## config.mk

```make
export PLATFORM = sky130hd
export DESIGN_NAME = rgb_to_yuv_encoder
export DESIGN_NICKNAME = d
export VERILOG_FILES = /design/src/rtl/rgb_to_yuv_encoder.sv
export SDC_FILE = /design/constraint.sdc
export NUM_CORES = 2
export LEC_CHECK = 0
export ABC_AREA = 1
export ABC_CLOCK_PERIOD_IN_PS = 11200
export CAP_MARGIN = 20
export CORE_ASPECT_RATIO = 2
export CORE_MARGIN = 3
export CORE_UTILIZATION = 60
export CTS_CLUSTER_SIZE = 12
export DETAILED_ROUTE_END_ITERATION = 10
export PLACE_DENSITY = 0.84
export SKIP_LAST_GASP = 1
export SLEW_MARGIN = 40
export SYNTH_ARGS = -nofsm -noshare
export SYNTH_HDL_FRONTEND = slang
export SYNTH_SLANG_ARGS = --single-unit
```

## constraint.sdc

```tcl
create_clock -name CLOCK_50_I -period 11.2 [get_ports CLOCK_50_I]
set_input_delay 2.8 -clock CLOCK_50_I [delete_from_list [all_inputs] [get_ports CLOCK_50_I]]
set_output_delay 2.8 -clock CLOCK_50_I [all_outputs]
set_load 0.05 [all_outputs]
```

## src/rtl/rgb_to_yuv_encoder.sv

```systemverilog
// rgb_to_yuv_encoder: reads a packed RGB frame from SRAM and writes the Y, U and V planes.
// Work runs in 4-pixel groups of 12 cycles: 6 reads, 2 capture/compute, 4 writes.
// Build option: define ENC_UV_AVERAGE_EN to average each chroma pair; otherwise the
// even-pixel chroma is kept (decimation). Group timing is the same in both builds.
module rgb_to_yuv_encoder #(
    parameter int unsigned RGB_BASE = 146944,
    parameter int unsigned Y_BASE   = 0,
    parameter int unsigned U_BASE   = 38400,
    parameter int unsigned V_BASE   = 57600,
    parameter int unsigned PIXELS   = 76800
) (
    input  logic        CLOCK_50_I,
    input  logic        resetn,
    input  logic        enc_start,
    output logic        enc_done,
    output logic [17:0] SRAM_address,
    output logic [15:0] SRAM_write_data,
    output logic        SRAM_we_n,
    input  logic [15:0] SRAM_read_data
);

    localparam int unsigned GROUPS = PIXELS / 4;

    typedef enum logic [2:0] {S_IDLE, S_READ, S_WAIT, S_WRITE, S_DONE} state_t;

    state_t      state_q, state_d;
    logic [3:0]  cyc_q;          // group cycle 0-11
    logic [14:0] grp_q;          // groups completed in this frame
    logic [17:0] rgb_addr_q, y_addr_q, u_addr_q, v_addr_q;
    logic [17:0] addr_hold_q;    // last driven address, held while nothing new is issued
    logic [15:0] word_q [6];     // the six RGB words of the current group
    logic [15:0] y0_q, y1_q;
    logic [7:0]  u0_q, u1_q, v0_q, v1_q;
    logic        last_grp;

    assign last_grp = (grp_q == 15'(GROUPS - 1));

    function automatic logic [7:0] clip8(input logic signed [31:0] v);
        if (v < 0) begin
            return 8'd0;
        end else if (v > 255) begin
            return 8'd255;
        end
        return v[7:0];
    endfunction

    function automatic logic [7:0] calc_y(input logic [7:0] r, input logic [7:0] g,
                                          input logic [7:0] b);
        logic signed [31:0] rs, gs, bs, acc;
        rs  = $signed({24'd0, r});
        gs  = $signed({24'd0, g});
        bs  = $signed({24'd0, b});
        acc = ((32'sd16843 * rs + 32'sd33030 * gs + 32'sd6423 * bs + 32'sd32768) >>> 16)
              + 32'sd16;
        return clip8(acc);
    endfunction

    function automatic logic [7:0] calc_u(input logic [7:0] r, input logic [7:0] g,
                                          input logic [7:0] b);
        logic signed [31:0] rs, gs, bs, acc;
        rs  = $signed({24'd0, r});
        gs  = $signed({24'd0, g});
        bs  = $signed({24'd0, b});
        acc = ((-32'sd9699 * rs - 32'sd19071 * gs + 32'sd28770 * bs + 32'sd32768) >>> 16)
              + 32'sd128;
        return clip8(acc);
    endfunction

    function automatic logic [7:0] calc_v(input logic [7:0] r, input logic [7:0] g,
                                          input logic [7:0] b);
        logic signed [31:0] rs, gs, bs, acc;
        rs  = $signed({24'd0, r});
        gs  = $signed({24'd0, g});
        bs  = $signed({24'd0, b});
        acc = ((32'sd28770 * rs - 32'sd24117 * gs - 32'sd4653 * bs + 32'sd32768) >>> 16)
              + 32'sd128;
        return clip8(acc);
    endfunction

    // One shared pair converter: pair 0 in cycle 6, pair 1 in cycle 8.
    logic [15:0] pw0, pw1, pw2;
    logic [7:0]  r0, g0, b0, r1, g1, b1;
    logic [7:0]  y_even, y_odd, u_pair, v_pair;

    // Select the pair's three words and unpack them into RGB samples.
    always_comb begin
        if (cyc_q == 4'd8) begin
            pw0 = word_q[3];
            pw1 = word_q[4];
            pw2 = word_q[5];
        end else begin
            pw0 = word_q[0];
            pw1 = word_q[1];
            pw2 = word_q[2];
        end
        r0 = pw0[15:8];
        g0 = pw0[7:0];
        b0 = pw1[15:8];
        r1 = pw1[7:0];
        g1 = pw2[15:8];
        b1 = pw2[7:0];
    end

    assign y_even = calc_y(r0, g0, b0);
    assign y_odd  = calc_y(r1, g1, b1);

`ifdef ENC_UV_AVERAGE_EN
    logic [8:0] u_sum, v_sum;

    // Rounded mean of the two clipped chroma samples of the pair.
    always_comb begin
        u_sum  = {1'b0, calc_u(r0, g0, b0)} + {1'b0, calc_u(r1, g1, b1)} + 9'd1;
        v_sum  = {1'b0, calc_v(r0, g0, b0)} + {1'b0, calc_v(r1, g1, b1)} + 9'd1;
        u_pair = u_sum[8:1];
        v_pair = v_sum[8:1];
    end
`else
    // Decimation keeps the even pixel; odd-pixel chroma would only be thrown away.
    always_comb begin
        u_pair = calc_u(r0, g0, b0);
        v_pair = calc_v(r0, g0, b0);
    end
`endif

    // State register.
    always_ff @(posedge CLOCK_50_I or negedge resetn) begin
        if (!resetn) begin
            state_q <= S_IDLE;
        end else begin
            state_q <= state_d;
        end
    end

    // Next-state logic: fixed 12-cycle group schedule.
    always_comb begin
        state_d = state_q;
        unique case (state_q)
            S_IDLE:  if (enc_start) state_d = S_READ;
            S_READ:  if (cyc_q == 4'd5) state_d = S_WAIT;
            S_WAIT:  if (cyc_q == 4'd7) state_d = S_WRITE;
            S_WRITE: if (cyc_q == 4'd11) state_d = last_grp ? S_DONE : S_READ;
            S_DONE:  state_d = S_IDLE;
            default: state_d = S_IDLE;
        endcase
    end

    // Group cycle, group count and plane address counters.
    always_ff @(posedge CLOCK_50_I or negedge resetn) begin
        if (!resetn) begin
            cyc_q       <= 4'd0;
            grp_q       <= 15'd0;
            rgb_addr_q  <= 18'(RGB_BASE);
            y_addr_q    <= 18'(Y_BASE);
            u_addr_q    <= 18'(U_BASE);
            v_addr_q    <= 18'(V_BASE);
            addr_hold_q <= 18'd0;
        end else begin
            addr_hold_q <= SRAM_address;
            if (state_q == S_IDLE && enc_start) begin
                cyc_q      <= 4'd0;
                grp_q      <= 15'd0;
                rgb_addr_q <= 18'(RGB_BASE);
                y_addr_q   <= 18'(Y_BASE);
                u_addr_q   <= 18'(U_BASE);
                v_addr_q   <= 18'(V_BASE);
            end
            if (state_q == S_READ || state_q == S_WAIT || state_q == S_WRITE) begin
                cyc_q <= (cyc_q == 4'd11) ? 4'd0 : cyc_q + 4'd1;
            end
            if (state_q == S_READ) begin
                rgb_addr_q <= rgb_addr_q + 18'd1;
            end
            if (state_q == S_WRITE) begin
                if (cyc_q == 4'd8 || cyc_q == 4'd9) y_addr_q <= y_addr_q + 18'd1;
                if (cyc_q == 4'd10) u_addr_q <= u_addr_q + 18'd1;
                if (cyc_q == 4'd11) begin
                    v_addr_q <= v_addr_q + 18'd1;
                    grp_q    <= grp_q + 15'd1;
                end
            end
        end
    end

    // Capture read data; each word arrives two cycles after its address (cycles 2-7).
    always_ff @(posedge CLOCK_50_I or negedge resetn) begin
        if (!resetn) begin
            for (int i = 0; i < 6; i++) word_q[i] <= 16'd0;
        end else if ((state_q == S_READ || state_q == S_WAIT) && cyc_q >= 4'd2) begin
            word_q[3'(cyc_q - 4'd2)] <= SRAM_read_data;
        end
    end

    // Register converted results: pair 0 at cycle 6, pair 1 at cycle 8.
    always_ff @(posedge CLOCK_50_I or negedge resetn) begin
        if (!resetn) begin
            y0_q <= 16'd0;
            y1_q <= 16'd0;
            u0_q <= 8'd0;
            u1_q <= 8'd0;
            v0_q <= 8'd0;
            v1_q <= 8'd0;
        end else if (state_q == S_WAIT && cyc_q == 4'd6) begin
            y0_q <= {y_even, y_odd};
            u0_q <= u_pair;
            v0_q <= v_pair;
        end else if (state_q == S_WRITE && cyc_q == 4'd8) begin
            y1_q <= {y_even, y_odd};
            u1_q <= u_pair;
            v1_q <= v_pair;
        end
    end

    // SRAM and status outputs decoded from the state and group cycle.
    always_comb begin
        SRAM_we_n       = 1'b1;
        SRAM_address    = addr_hold_q;
        SRAM_write_data = 16'd0;
        enc_done        = 1'b0;
        unique case (state_q)
            S_READ: SRAM_address = rgb_addr_q;
            S_WRITE: begin
                SRAM_we_n = 1'b0;
                if (cyc_q == 4'd8) begin
                    SRAM_address    = y_addr_q;
                    SRAM_write_data = y0_q;
                end else if (cyc_q == 4'd9) begin
                    SRAM_address    = y_addr_q;
                    SRAM_write_data = y1_q;
                end else if (cyc_q == 4'd10) begin
                    SRAM_address    = u_addr_q;
                    SRAM_write_data = {u0_q, u1_q};
                end else begin
                    SRAM_address    = v_addr_q;
                    SRAM_write_data = {v0_q, v1_q};
                end
            end
            S_DONE:  enc_done = 1'b1;
            default: ;
        endcase
    end

endmodule

```

==> flow_summary.ini <==
[final_layout]
drive_gt1_frac = 0.04838
mostFrequentLayoutCells = inv_1, nand2_1, ha_1
area_growth_pct = 7.439
num-nets-final = 5973
final_common_cell = inv_1
final_area_um2 = 41930

[sta]
tightest_slew_ns = 0.8834
period_share = 0.9530
max_slew_margin = 0.4048
finalSetupTns_ns = 0
hold_violations = 0
min_period_ns = 10.67
slew_viol_final = 0
grt_setup_unrepaired = no
max_freq_ghz = 0.09369
fin_worst_skew_ns = 0.02856
setup_viol_count_final = 0

[critical_path]
slowest_stage = fa_1
r2r_setup_slack_ns = 0.53
path_max_fanout = 14
cp-end-kind = register
timing.rr.end = u1_q[1]$_DFFE_PN0P_
worstRegToRegCells = 44
cp_common_cell = fa_1
cp_data_arrival_time_ns = 11.19
worstPathRequired_ns = 11.72
crit_path_start = cyc_q[0]$_DFFE_PN0P_
r2r-start = cyc_q[0]$_DFFE_PN0P_
start_kind = register
crit_type = reg2reg
max_stage_delay_ns = 0.58
cp-endpoint = u1_q[1]$_DFFE_PN0P_

[routing]
wl_mm = 122.4
vias = 33540
drt-pass1-iter-count = 7
postRouteAntennaNets = 0
drc = 0
detail_route.wl_per_cell_um = 21.23
drtIter0Drc = 2042
vias_per_cell = 5.819

[floorplan]
io_pins = 55
core_area_um2 = 64090
rows = 131
dieArea_um2 = 68320
die_y_um = 366.7
fp.dieW_um = 186.3
initial_core_util = 0.6089

[placed_design]
gp_congestion = 1.103
port_buffers = 54
post-dp-hpwl_mm = 100.7
placed_cell_area_um2 = 41000

[global_route]
grt_max_degree = 107
grt_usage = 0.3623
antenna_found_initial = 2
grt_pass1_vias = 36120
grt_pass1_wl_mm = 191.3
grt-ovfl-total = 0

[cts]
h-tree-depth = 1
cts_buffer_depth = 3
clk_pin_slew_ns = 0.06
cts-root-buf = clkbuf_16
cts_tree = built
numCtsBuffers = 27
clock_latency_ns = 0.59
clock_sinks = 272

[synth]
ys_seq_area_frac = 0.1749
synthMuxAreaShare = 0.002597
synth_nets = 5886
yosys_warnings = 0
synthesis.area_um2 = 39020
synth-seq-cells = 272
synth_top_family_by_area = adder cells
synth_compound_area_frac = 0.1091
avgSynthCellArea_um2 = 8.133
async_flop_share = 1.000
synth-xor-area-share = 0.03456
synth-simple-area-share = 0.1527
synth_edf_count = 0
synthCells = 4798
synthFlopType = dfrtp_1
synth.distinct_cells = 69
synth_fa_ha_area_frac = 0.4157

[flow_run]
drv_cap = 0

[status]
status = finished clean

[hold_path]
hold_path_class = reg2reg
[repair_timing]
item	CTS	global route
buffers inserted	0	4
resized for setup	0	27
hold buffers	0	0
setup endpoints to repair	0	32
[cell type report]
class | count | area, um^2
multi-input combinational | 3381 | 28040
fill | 5312 | 22160
sequential | 272 | 6825
inverter | 1073 | 4030
timing repair buffer | 130 | 1172
tap | 864 | 1081
clock buffer | 39 | 730.7
clock inverter | 4 | 41.29
antenna | 1 | 2.502
[synthesized netlist by cell type (all sizes together), types with 11 or more instances]
master | instances | area [um^2]
a31oi | 25 | 156.4
a21oi | 228 | 1156
o21ai | 306 | 1543
a22oi | 33 | 247.7
clkbuf | 64 | 240.2
ha | 690 | 8633
o22ai | 12 | 75.07
a21o | 26 | 195.2
nand2 | 871 | 3299
xnor2 | 60 | 544.3
or2 | 36 | 225.2
nand3 | 138 | 703.2
inv | 1069 | 4015
a21boi | 11 | 82.58
nor2 | 219 | 847.1
dfstp | 14 | 367.9
xor2 | 91 | 804.5
nor3 | 52 | 265.3
nand4 | 65 | 425.4
fa | 379 | 7587
o21bai | 38 | 285.3
o211ai | 13 | 97.59
nor4 | 12 | 75.07
dfrtp | 258 | 6456
[per-layer routing]
metal	global-route usage	wire, um	vias up
li1	-	-	15460
met1	0.3133	36140	16120
met2	0.6665	62240	1272
met3	0.06550	7126	695
met4	0.3801	16850	0
met5	0	0	-
[how the worst min path moves through the flow]
stage                                      start                      to  slack [ns]  cells after the start
after floorplan              v0_q[0]$_DFFE_PN0P_     v0_q[0]$_DFFE_PN0P_        0.44                      2
after global placement       v1_q[4]$_DFFE_PN0P_     v1_q[4]$_DFFE_PN0P_        0.46                      2
after detailed placement     v1_q[6]$_DFFE_PN0P_     v1_q[6]$_DFFE_PN0P_        0.46                      2
after CTS                 word_q[71]$_DFFE_PN0P_  word_q[71]$_DFFE_PN0P_        0.48                      2
after global routing        y0_q[10]$_DFFE_PN0P_    y0_q[10]$_DFFE_PN0P_        0.50                      2
final                     word_q[71]$_DFFE_PN0P_  word_q[71]$_DFFE_PN0P_        0.47                      2
[logic make-up after synthesis]
family / count (synthesis)
xor+xnor: 151
flops: 272
simple gates: 1408
mux: 10
compound gates: 743
buf+inv: 1145
fa+ha+maj: 1069
[registers in the layout, indices dropped and copies added (netlist names)]
register	flops
addr_hold_q	18
v0_q	8
v_addr_q	18
u0_q	8
y_addr_q	18
grp_q	15
y1_q	16
u_addr_q	18
word_q	96
v1_q	8
cyc_q	4
state_q	3
rgb_addr_q	18
y0_q	16
u1_q	8
[metrics by stage]
| stage | std cells | hold slack, ns | utilization | setup WS, ns |
|---|---|---|---|---|
| 2_1_floorplan | 4798 | 0.4437 | - | 0.2712 |
| 3_3_place_gp | 5714 | 0.4569 | 0.6386 | 0.3883 |
| 3_5_place_dp | 5716 | 0.4619 | 0.6397 | 0.1942 |
| 4_1_cts | 5759 | 0.4811 | 0.6518 | 0.1645 |
| 5_1_grt | 5763 | 0.4970 | 0.6541 | 0.006092 |
| 6_report | 5764 | 0.4746 | 0.6542 | 0.5265 |
[worst max-delay path: cells and delay by family (launching register included)]
family / cells / cell delay [ns]
adders and majority gates: 13 / 5.71
AOI/OAI and AO/OA: 11 / 2.05
DFF: 1 / 0.37
buffers and inverters: 10 / 1.27
and+or+nand+nor: 8 / 0.80
xor gates and xnor gates: 2 / 0.40
Power is not shown: default switching activity piles up to over one toggle a cycle in this logic, so the estimate is an artifact.
